<file path="src/rtl/axi_rd_wrap_splitter.sv">
// Rewrites AXI read WRAP bursts into one or two INCR bursts and stitches the two R
// sub-bursts back into a single burst; the write channels pass straight through.

package axi_rd_wrap_pkg;

   localparam int unsigned AddrW = 32;
   localparam int unsigned IdW   = 4;
   localparam int unsigned DataW = 32;

   typedef struct packed {
      logic [IdW-1:0]   id;
      logic [AddrW-1:0] addr;
      logic [7:0]       len;
      logic [2:0]       size;
      logic [1:0]       burst;
      logic [3:0]       cache;
   } ar_chan_t;

   typedef ar_chan_t aw_chan_t;

   typedef struct packed {
      logic [DataW-1:0]   data;
      logic [DataW/8-1:0] strb;
      logic               last;
   } w_chan_t;

   typedef struct packed {
      logic [IdW-1:0] id;
      logic [1:0]     resp;
   } b_chan_t;

   typedef struct packed {
      logic [IdW-1:0]   id;
      logic [DataW-1:0] data;
      logic [1:0]       resp;
      logic             last;
   } r_chan_t;

   typedef struct packed {
      aw_chan_t aw;
      logic     aw_valid;
      w_chan_t  w;
      logic     w_valid;
      logic     b_ready;
      ar_chan_t ar;
      logic     ar_valid;
      logic     r_ready;
   } req_t;

   typedef struct packed {
      logic    aw_ready;
      logic    w_ready;
      b_chan_t b;
      logic    b_valid;
      logic    ar_ready;
      r_chan_t r;
      logic    r_valid;
   } rsp_t;

endpackage

module axi_rd_wrap_splitter #(
   parameter int unsigned MaxReads  = 8,
   parameter int unsigned AddrWidth = 32,
   parameter int unsigned IdWidth   = 4,
   parameter type ar_chan_t = axi_rd_wrap_pkg::ar_chan_t,
   parameter type r_chan_t  = axi_rd_wrap_pkg::r_chan_t,
   parameter type axi_req_t = axi_rd_wrap_pkg::req_t,
   parameter type axi_rsp_t = axi_rd_wrap_pkg::rsp_t
) (
   input  logic     clk_i,
   input  logic     rst_i,
   input  axi_req_t sbr_port_req_i,
   output axi_rsp_t sbr_port_rsp_o,
   output axi_req_t mgr_port_req_o,
   input  axi_rsp_t mgr_port_rsp_i
);

   localparam logic [1:0]      BurstIncr = 2'b01;
   localparam logic [1:0]      BurstWrap = 2'b10;
   localparam int unsigned     CntW      = $clog2(MaxReads + 1);
   localparam logic [CntW-1:0] CntMax    = CntW'(MaxReads);

   typedef enum logic [2:0] {
      Idle   = 3'd0,
      Drain  = 3'd1,
      First  = 3'd2,
      Second = 3'd3,
      WaitR  = 3'd4
   } state_e;

   state_e               state_q, state_d;
   logic [CntW-1:0]      cnt_q, cnt_d;
   logic                 first_done_q, first_done_d;
   ar_chan_t             ar_q, ar_d;
   logic [IdWidth-1:0]   id_q, id_d;
   logic [AddrWidth-1:0] low_q, low_d;
   logic [7:0]           off_q, off_d;

   ar_chan_t             ar_in;
   logic [AddrWidth-1:0] tot_in, low_in;
   logic [7:0]           off_in;
   logic                 split_in;

   logic                 not_full, rlast_hs, ar_hs, mask_last;
   r_chan_t              r_sbr;

   // A WRAP burst starting mid-window needs two INCR halves: [addr..top] then [low..addr).
   always_comb begin
      ar_in    = sbr_port_req_i.ar;
      tot_in   = (AddrWidth'(ar_in.len) + AddrWidth'(1)) << ar_in.size;
      low_in   = ar_in.addr & ~(tot_in - AddrWidth'(1));
      off_in   = 8'((ar_in.addr - low_in) >> ar_in.size);
      split_in = (ar_in.burst == BurstWrap) && (ar_in.len != 8'd0) && (off_in != 8'd0);
   end

   always_comb begin
      mgr_port_req_o          = sbr_port_req_i;
      sbr_port_rsp_o          = mgr_port_rsp_i;
      mgr_port_req_o.ar_valid = 1'b0;
      sbr_port_rsp_o.ar_ready = 1'b0;

      state_d      = state_q;
      ar_d         = ar_q;
      id_d         = id_q;
      low_d        = low_q;
      off_d        = off_q;
      first_done_d = first_done_q;

      not_full = (cnt_q != CntMax);
      rlast_hs = mgr_port_rsp_i.r_valid && sbr_port_req_i.r_ready && mgr_port_rsp_i.r.last;

      case (state_q)
         Idle: begin
            if (sbr_port_req_i.ar_valid) begin
               if (split_in) begin
                  state_d = Drain;
               end else begin
                  if (ar_in.burst == BurstWrap) begin
                     mgr_port_req_o.ar.burst = BurstIncr;
                  end
                  mgr_port_req_o.ar_valid = not_full;
                  sbr_port_rsp_o.ar_ready = not_full && mgr_port_rsp_i.ar_ready;
               end
            end
         end
         Drain: begin
            if ((cnt_q == '0) && sbr_port_req_i.ar_valid) begin
               sbr_port_rsp_o.ar_ready = 1'b1;
               ar_d         = ar_in;
               id_d         = ar_in.id;
               low_d        = low_in;
               off_d        = off_in;
               first_done_d = 1'b0;
               state_d      = First;
            end
         end
         First: begin
            mgr_port_req_o.ar       = ar_q;
            mgr_port_req_o.ar.id    = id_q;
            mgr_port_req_o.ar.burst = BurstIncr;
            mgr_port_req_o.ar.len   = ar_q.len - off_q;
            mgr_port_req_o.ar_valid = 1'b1;
            if (mgr_port_rsp_i.ar_ready) begin
               state_d = Second;
            end
         end
         Second: begin
            mgr_port_req_o.ar       = ar_q;
            mgr_port_req_o.ar.id    = id_q;
            mgr_port_req_o.ar.burst = BurstIncr;
            mgr_port_req_o.ar.addr  = low_q;
            mgr_port_req_o.ar.len   = off_q - 8'd1;
            mgr_port_req_o.ar_valid = 1'b1;
            if (mgr_port_rsp_i.ar_ready) begin
               state_d = WaitR;
            end
         end
         WaitR: begin
            if (rlast_hs && first_done_q) begin
               state_d = Idle;
            end
         end
         default: state_d = Idle;
      endcase

      // Only split beats can be in flight here, so the first rlast seen closes the first half.
      mask_last = ((state_q == Second) || (state_q == WaitR)) && !first_done_q;
      if (mask_last && rlast_hs) begin
         first_done_d = 1'b1;
      end
      r_sbr             = mgr_port_rsp_i.r;
      r_sbr.last        = mgr_port_rsp_i.r.last && !mask_last;
      sbr_port_rsp_o.r  = r_sbr;

      ar_hs = mgr_port_req_o.ar_valid && mgr_port_rsp_i.ar_ready;
      cnt_d = cnt_q;
      if (ar_hs && !rlast_hs) begin
         cnt_d = cnt_q + CntW'(1);
      end else if (!ar_hs && rlast_hs) begin
         cnt_d = cnt_q - CntW'(1);
      end
   end

   always_ff @(posedge clk_i or posedge rst_i) begin
      if (rst_i) begin
         state_q      <= Idle;
         cnt_q        <= '0;
         first_done_q <= 1'b0;
         ar_q         <= '0;
         id_q         <= '0;
         low_q        <= '0;
         off_q        <= '0;
      end else begin
         state_q      <= state_d;
         cnt_q        <= cnt_d;
         first_done_q <= first_done_d;
         ar_q         <= ar_d;
         id_q         <= id_d;
         low_q        <= low_d;
         off_q        <= off_d;
      end
   end

   always_ff @(posedge clk_i) begin
      if (!rst_i) begin
         assert (!(ar_hs && !rlast_hs && (cnt_q == CntMax)));
         assert (!(rlast_hs && !ar_hs && (cnt_q == '0)));
      end
   end

endmodule

</file>
<file path="config.mk">
export PLATFORM = sky130hd
export DESIGN_NAME = axi_rd_wrap_splitter
export DESIGN_NICKNAME = d
export VERILOG_FILES = /design/src/rtl/axi_rd_wrap_splitter.sv
export SDC_FILE = /design/constraint.sdc
export NUM_CORES = 1
export LEC_CHECK = 0
export ABC_AREA = 1
export BUFFER_PORTS_ARGS = -buffer_cell sky130_fd_sc_hd__buf_2
export CAP_MARGIN = 20
export CORE_AREA = 2 2 154 156
export DETAILED_ROUTE_END_ITERATION = 10
export DIE_AREA = 0 0 156 158
export PLACE_DENSITY = 0.65
export SYNTH_ARGS = -nofsm -noshare
export SYNTH_HDL_FRONTEND = slang
export SYNTH_SLANG_ARGS = --single-unit
</file>
<file path="constraint.sdc">
create_clock -name clk_i -period 10.2 [get_ports clk_i]
set_input_delay 2.04 -clock clk_i [delete_from_list [all_inputs] [get_ports clk_i]]
set_output_delay 2.04 -clock clk_i [all_outputs]
set_load 0.01 [all_outputs]
</file>
==> flow_metrics.tcl, run 1 <==
set metrics [dict create \
    crit_slowest_cell "inv_2" \
    async_flop_share_pct 100 \
    track_usage_pct 18.0 \
    synth.top_cell.area_share_pct 30.0 \
    via_per_inst 5.05 \
    clkPwrFrac_pct 18.2 \
    ios 398 \
    synthesis.area_mm2 0.00826 \
    ys.warnings.count 0 \
    rows 56 \
    numCtsBuffers 9 \
    synth_ff_type "dfrtp_1" \
    ant_nets 0 \
    synth_common_cells "nand2_1 (348), buf_4 (145), nand3_1 (115), inv_1 (108), dfrtp_1 (99)" \
    vdd_drop_max_mv 0.0958 \
    powerDensity_mw_per_mm2 238 \
    critical_path.max_stage_delay_ns 0.50 \
    drc 0 \
    ys_ff_latch 99 \
    syn2layout_area_growth_pct 1.09 \
    grt_overflow 0 \
    worstHoldPathType "reg -> reg" \
    die_w_um 156 \
    grt_pass1_wl_um 35500 \
    maxCapViolations 0 \
    drt_iter0_drc 439 \
    synthCells 1207 \
    yosysSeqAreaShare_pct 30.0 \
    clock_sinks 99 \
    fmax_mhz 123 \
    p_seq_share_pct 33.9 \
    insertedDiodeCount 0 \
    status "finished, final reports clean" \
    hold_viol 0 \
    tightest_slew_ns 1.01 \
    wirelength_um 22100 \
    relSlewSlack_pct 32.8 \
    endpoint_kind "output port" \
    rsz0062_at_grt "false" \
    grt_pass1_vias 7053 \
    combinationalPowerShare_pct 47.9 \
    rr_worst_depth 13 \
    cts_resized 0 \
    root_buffer "clkbuf_16" \
    drive_above_1_share_pct 18.6 \
    cts_buffer_depth 2 \
    worst-setup-path-type "in -> out" \
    synth_top_area_cell "dfrtp_1" \
    post_cts_buffers 0 \
    cp.arrival_ns 6.11 \
    firstDrtPassIters 6 \
    syn-num-nets 1425 \
    fin_nets 1372 \
    crit_path_start_kind "input pin" \
    synth_area_leaders "dfrtp_1 (30%), nand2_1 (16%), buf_4 (13%)" \
    worstPathRequired_ns 8.16 \
    critPathMaxFanout 30 \
    globalplace.congestion 0.876 \
    p_sw_share_pct 43.1 \
    core_mm2 0.0231 \
    grt_max_degree 91 \
    die_area_mm2 0.0246 \
    clk_latency_ns 0.36 \
    place_hpwl_um 16100 \
    period_needed_ns 8.15 \
    min_period_over_period_pct 79.9 \
    path_common_cell "nand2_1" \
    ys_types 43 \
    finClkSkew_ns 0.00840 \
    cts_tree "done" \
    power_leakage_nw 4.25 \
    path_clk_slew_ns 0.07 \
    final_cell_area_mm2 0.00835 \
    start_util_pct 35.8 \
    drv_slew 0 \
    hold_depth 1 \
    post_synth.cell_area_avg_um2 6.84 \
    port_buffers 117 \
    internal-power_mw 1.13 \
    switching_power_uw 858 \
    setup_tns_ns 0 \
    die_h_um 158 \
    antenna_found_initial 1 \
    fill_cells 2515 \
    h-tree-depth 3 \
    synth.most_common_cell "nand2_1" \
    setup_viol 0 \
    wl_per_cell_um 15.2 \
    dpl_cell_area_mm2 0.00802 \
    dr_total_vias 7315 \
    synth-edff-count 0 \
    postCtsHoldBufs 0 \
]
## placed cells by master, fill, tap and decap left out, types with 5 or more instances in the layout
master,count
nand2_1,348
xnor2_1,6
nand4_1,12
o21ai_0,98
dfrtp_1,99
nand3_2,24
buf_2,117
clkbuf_16,9
inv_1,107
o211ai_1,34
inv_2,11
nand3_1,115
nor2_4,7
o221ai_1,5
a21oi_1,17
nand2_2,15
nor2_2,7
nor2_1,50
ha_1,16
buf_4,7
## path summary, 6_finish.rpt
kind                                        start               endpoint  slack (ns)
min                         low_q[12]$_DFFE_PP0P_  low_q[12]$_DFFE_PP0P_        0.48
max                             sbr_port_req_i[8]     sbr_port_rsp_o[40]        2.05
max in group asynchronous                   rst_i   ar_q[34]$_DFFE_PP0P_        7.33
min in group asynchronous                   rst_i    id_q[1]$_DFFE_PP0P_        1.77
max reg2reg                state_q[2]$_DFFE_PP0P_   cnt_q[3]$_DFFE_PP0P_        7.64
min reg2reg                 low_q[12]$_DFFE_PP0P_  low_q[12]$_DFFE_PP0P_        0.48
## power groups by stage
stage | clock, mW | combinational [mW] | sequential [mW]
2_1_floorplan | 0 | 0.727 | 0.657
4_1_cts | 0.372 | 0.960 | 0.675
6_report | 0.362 | 0.953 | 0.674
3_5_place_dp | 0 | 0.954 | 0.682
3_3_place_gp | 0 | 0.934 | 0.677
5_1_grt | 0.386 | 1.10 | 0.698
## cells by family (layout without fill, tap and decap cells)
kind of cell / count (synthesis) / count (layout) / synth area share, %
AND/OR/NAND/NOR: 590 / 590 / 32.2
buffers and inverters: 311 / 263 / 20.9
AO/OA/AOI/OAI: 177 / 177 / 12.7
flip-flops: 99 / 99 / 30.0
adder cells (fa/ha/maj): 18 / 18 / 2.91
XOR/XNOR: 9 / 9 / 0.954
multiplexers: 2 / 2 / 0.257
other: 1 / 1 / 0.0454
## flip-flops by register name, summed over array words and instances, names as in the netlist
| signal | flops |
|---|---|
| cnt_q | 4 |
| id_q | 4 |
| state_q | 3 |
| first_done_q | 1 |
| off_q | 8 |
| low_q | 32 |
| ar_q | 47 |
## area by class of cell
| cell class | instances | area, um2 | share of cell area [%] |
|---|---|---|---|
| Timing Repair Buffer | 125 | 666 | 7.97 |
| Inverter | 122 | 460 | 5.51 |
| Tap cell | 290 | 363 | 4.35 |
| Sequential cell | 99 | 2480 | 29.7 |
| Multi-Input combinational cell | 797 | 4080 | 48.8 |
| Clock buffer | 9 | 225 | 2.70 |
| Clock inverter | 7 | 81.3 | 0.974 |
## worst max-delay path, delay by kind of cell
family / cells / cell delay [ns]
AND/OR/NAND/NOR: 20 / 2.10
buffers and inverters: 4 / 1.01
adder cells (fa/ha/maj): 2 / 0.46
AO/OA/AOI/OAI: 3 / 0.46
## routing by layer
metal / vias up / share of wire [%] / GRT usage [%]
li1: 3657 / - / -
met1: 3390 / 45 / 23.2
met2: 210 / 46 / 29.8
met3: 56 / 5.9 / 4.11
met4: 2 / 2.5 / 6.33
met5: - / 0.059 / 0
## per-stage QoR
stage | util [%] | setup slack (ns) | instances | hold slack [ns] | power, mW
floorplan | - | 3.19 | 1207 | 0.449 | 1.38
detailed placement | 34.8 | 2.09 | 1432 | 0.466 | 1.64
CTS | 36.1 | 2.09 | 1448 | 0.483 | 2.01
global route | 36.2 | 1.57 | 1449 | 0.507 | 2.18
finish | 36.2 | 2.05 | 1449 | 0.481 | 1.99
global placement | 34.8 | 2.27 | 1432 | 0.463 | 1.61
Power figures use the tool's default switching activity.
==> inputs of run 2 (changes only) <==
- ABC_AREA: 1 -> 0
- CORE_AREA: 2 2 154 156 -> 2 2 156 158
- DIE_AREA: 0 0 156 158 -> 0 0 158 160
- PLACE_DENSITY: 0.65 -> 0.68
- clock period: 10.2 -> 7.3 ns (I/O delays scaled with it)
==> flow_metrics.tcl, run 2 <==
set metrics [dict create \
    status "finished, final reports clean" \
    clock_sinks 99 \
    finClkSkew_ns 0.00996 \
    crit_path_start_kind "input pin" \
    relSlewSlack_pct 36.2 \
    die_area_mm2 0.0253 \
    switching_power_mw 1.22 \
    synthCells 1088 \
    root_buffer "clkbuf_16" \
    rows 57 \
    ys.warnings.count 0 \
    firstDrtPassIters 5 \
    hold_ws_ns 0.474 \
    final_core_util_pct 37.7 \
    antenna_found_initial 1 \
    critPathMaxFanout 8 \
    cts_tree "done" \
    ys_types 100 \
    rsz0062_at_grt "true" \
    endpoint_kind "output port" \
    cp.arrival_ns 5.62 \
    worst-setup-path-type "in -> out" \
    clkPwrFrac_pct 17.8 \
    fin_nets 1265 \
    worstHoldPathType "reg -> reg" \
    synth_top_area_cell "dfrtp_1" \
    fill_cells 2521 \
    r2r_start "state_q[1]$_DFFE_PP0P_" \
    synthesis.area_mm2 0.00861 \
    r2r_slack_ns 4.00 \
    core_mm2 0.0238 \
    die_h_um 160 \
    rr_worst_depth 13 \
    synth.top_cell.area_share_pct 28.8 \
    insertedDiodeCount 0 \
    synth.most_common_cell "nand2_1" \
    worstPathRequired_ns 5.84 \
    postCtsHoldBufs 0 \
    synth_area_leaders "dfrtp_1 (29%), buf_4 (12%), nand2_1 (12%)" \
    via_per_inst 5.32 \
    p_sw_share_pct 42.7 \
    placed_cells 1349 \
    port_buffers 117 \
    instances_no_fill 1376 \
    syn-num-nets 1306 \
    synth-edff-count 0 \
    h-tree-depth 3 \
    min_period_over_period_pct 97.0 \
    period_needed_ns 7.08 \
    tightest_slew_ns 0.957 \
    drc 0 \
    vdd_drop_max_mv 0.175 \
    yosysSeqAreaShare_pct 28.8 \
    timing.rr.end "cnt_q[3]$_DFFE_PP0P_" \
    maxCapViolations 0 \
    dr_total_vias 7314 \
    globalplace.congestion 0.907 \
    start_util_pct 36.2 \
    grt_overflow 0 \
    endpoint "mgr_port_req_o[1]" \
    grt_pass1_wl_um 36400 \
    wl_per_cell_um 17.2 \
    grt_pass1_vias 6663 \
    synth_common_cells "nand2_1 (275), buf_4 (142), dfrtp_1 (99), o21ai_0 (89), clkbuf_1 (44)" \
    die_w_um 158 \
    combinationalPowerShare_pct 50.5 \
    drive_above_1_share_pct 22.1 \
    post_synth.cell_area_avg_um2 7.92 \
    ys_ff_latch 99 \
    largest_reg_flops 47 \
    multi_input_area_mm2 0.00481 \
    final_cell_mix "nand2_1 (274), buf_2 (117), dfrtp_1 (98)" \
    path_clk_slew_ns 0.07 \
    wirelength_um 23700 \
    drt_iter0_drc 682 \
    fmax_mhz 141 \
    place_hpwl_um 17500 \
    async_flop_share_pct 100 \
    reg_top3 "ar_q (47), low_q (32), off_q (8)" \
    p_seq_share_pct 31.7 \
    ios 398 \
    synth_ff_type "dfrtp_1" \
    drv_slew 0 \
    top_register "ar_q" \
    regArea_mm2 0.00248 \
    layout_commonest_cell "nand2_1" \
    powerDensity_mw_per_mm2 318 \
    hold_viol 0 \
    cts_buffer_depth 2 \
    track_usage_pct 18.2 \
    numCtsBuffers 9 \
    critPathLaunch "sbr_port_req_i[11]" \
    ant_nets 0 \
    clk_latency_ns 0.35 \
    syn2layout_area_growth_pct 4.21 \
    internal-power_mw 1.63 \
    power_leakage_nw 4.24 \
    setup_viol 0 \
    grt_max_degree 73 \
]
[run 2: changes by cell type in the layout (fill, tap and decap cells not counted), sizes merged, moves of 9 or more]
cell and change:
xnor2 +15, nor2 -26, nor3 +10, buf +28, o211ai -23, a211oi +14
nand3 -117, nand2b +10, nand2 -89, a22o +16, mux2i +38, inv -91
xor2 +9
[run 2: critical path: stages]
cell and delay [ns]:
buf_2 0.10, inv_1 0.06, ha_1 0.31, nand2b_1 0.13
o21ai_0 0.12, nand2_1 0.08, ha_2 0.18, inv_2 0.07
a2111oi_4 0.20, a41oi_2 0.18, nand4bb_4 0.28, nor3_4 0.29
buf_4 0.19, o21ai_4 0.08, nand3b_4 0.10, and4b_4 0.24
a221oi_4 0.26, a211oi_1 0.08, or4_4 0.57, o22ai_4 0.17
a21oi_4 0.11, o21ai_1 0.19, buf_2 0.17
[run 2: how the worst min path moves through the flow]
| stage | start | endpoint | cells past startpoint |
|---|---|---|---|
| 6_report | ar_q[29]$_DFFE_PP0P_ | ar_q[29]$_DFFE_PP0P_ | 2 |
| 5_1_grt | ar_q[6]$_DFFE_PP0P_ | ar_q[6]$_DFFE_PP0P_ | 2 |
| 4_1_cts | low_q[5]$_DFFE_PP0P_ | low_q[5]$_DFFE_PP0P_ | 2 |
| 3_5_place_dp | low_q[5]$_DFFE_PP0P_ | low_q[5]$_DFFE_PP0P_ | 2 |
| 3_3_place_gp | low_q[5]$_DFFE_PP0P_ | low_q[5]$_DFFE_PP0P_ | 2 |
| 2_1_floorplan | low_q[13]$_DFFE_PP0P_ | low_q[13]$_DFFE_PP0P_ | 2 |
[run 2: kinds of logic (layout without fill, tap and decap cells)]
logic type      count (synthesis)  in the layout  synth area share, %
simple gates                  412            412                 21.6
compound gates                244            244                 20.4
buf+inv                       233            197                 17.0
flops                          99             99                 28.8
mux                            48             48                 6.01
xor+xnor                       33             33                 3.36
fa+ha+maj                      18             18                 2.79
other cells                     1              1               0.0435
[run 2: repair_timing]
item,in CTS,in global routing
buffers inserted,0,10
pin swaps,0,11
setup endpoints to repair,1,4
hold endpoints to repair,0,0
resized for setup,1,19
[run 2: power by group through the flow]
stage	logic [mW]	clock network, mW	registers [mW]
5_1_grt	1.62	0.538	0.934
2_1_floorplan	1.11	0	0.854
3_5_place_dp	1.43	0	0.915
3_3_place_gp	1.41	0	0.906
4_1_cts	1.44	0.520	0.905
6_report	1.44	0.507	0.905
[run 2: per-stage QoR]
step	area, um2	total power [mW]	TNS (ns)	setup slack (ns)
2_1_floorplan	8620	1.97	0	0.0211
3_3_place_gp	8450	2.31	0	0.141
3_5_place_dp	8450	2.34	-0.00578	-0.00578
4_1_cts	8760	2.86	0	0.0113
5_1_grt	8980	3.09	-0.0837	-0.0415
6_report	8980	2.85	0	0.221
[run 2: layout make-up]
| cell class | instances | share of cell area, % |
|---|---|---|
| Multi-Input combinational cell | 756 | 53.6 |
| Sequential cell | 99 | 27.6 |
| Timing Repair Buffer | 153 | 9.62 |
| Tap cell | 324 | 4.52 |
| Clock buffer | 10 | 2.66 |
| Inverter | 28 | 1.23 |
| Clock inverter | 6 | 0.767 |
[run 2: layer usage]
| metal | part of all wire (%) | up-vias | GRT usage (%) |
|---|---|---|---|
| met5 | 0.030 | - | 0 |
| met4 | 2.6 | 2 | 5.86 |
| li1 | - | 3520 | - |
| met1 | 45 | 3450 | 24.8 |
| met3 | 7.1 | 59 | 4.04 |
| met2 | 45 | 283 | 28.5 |
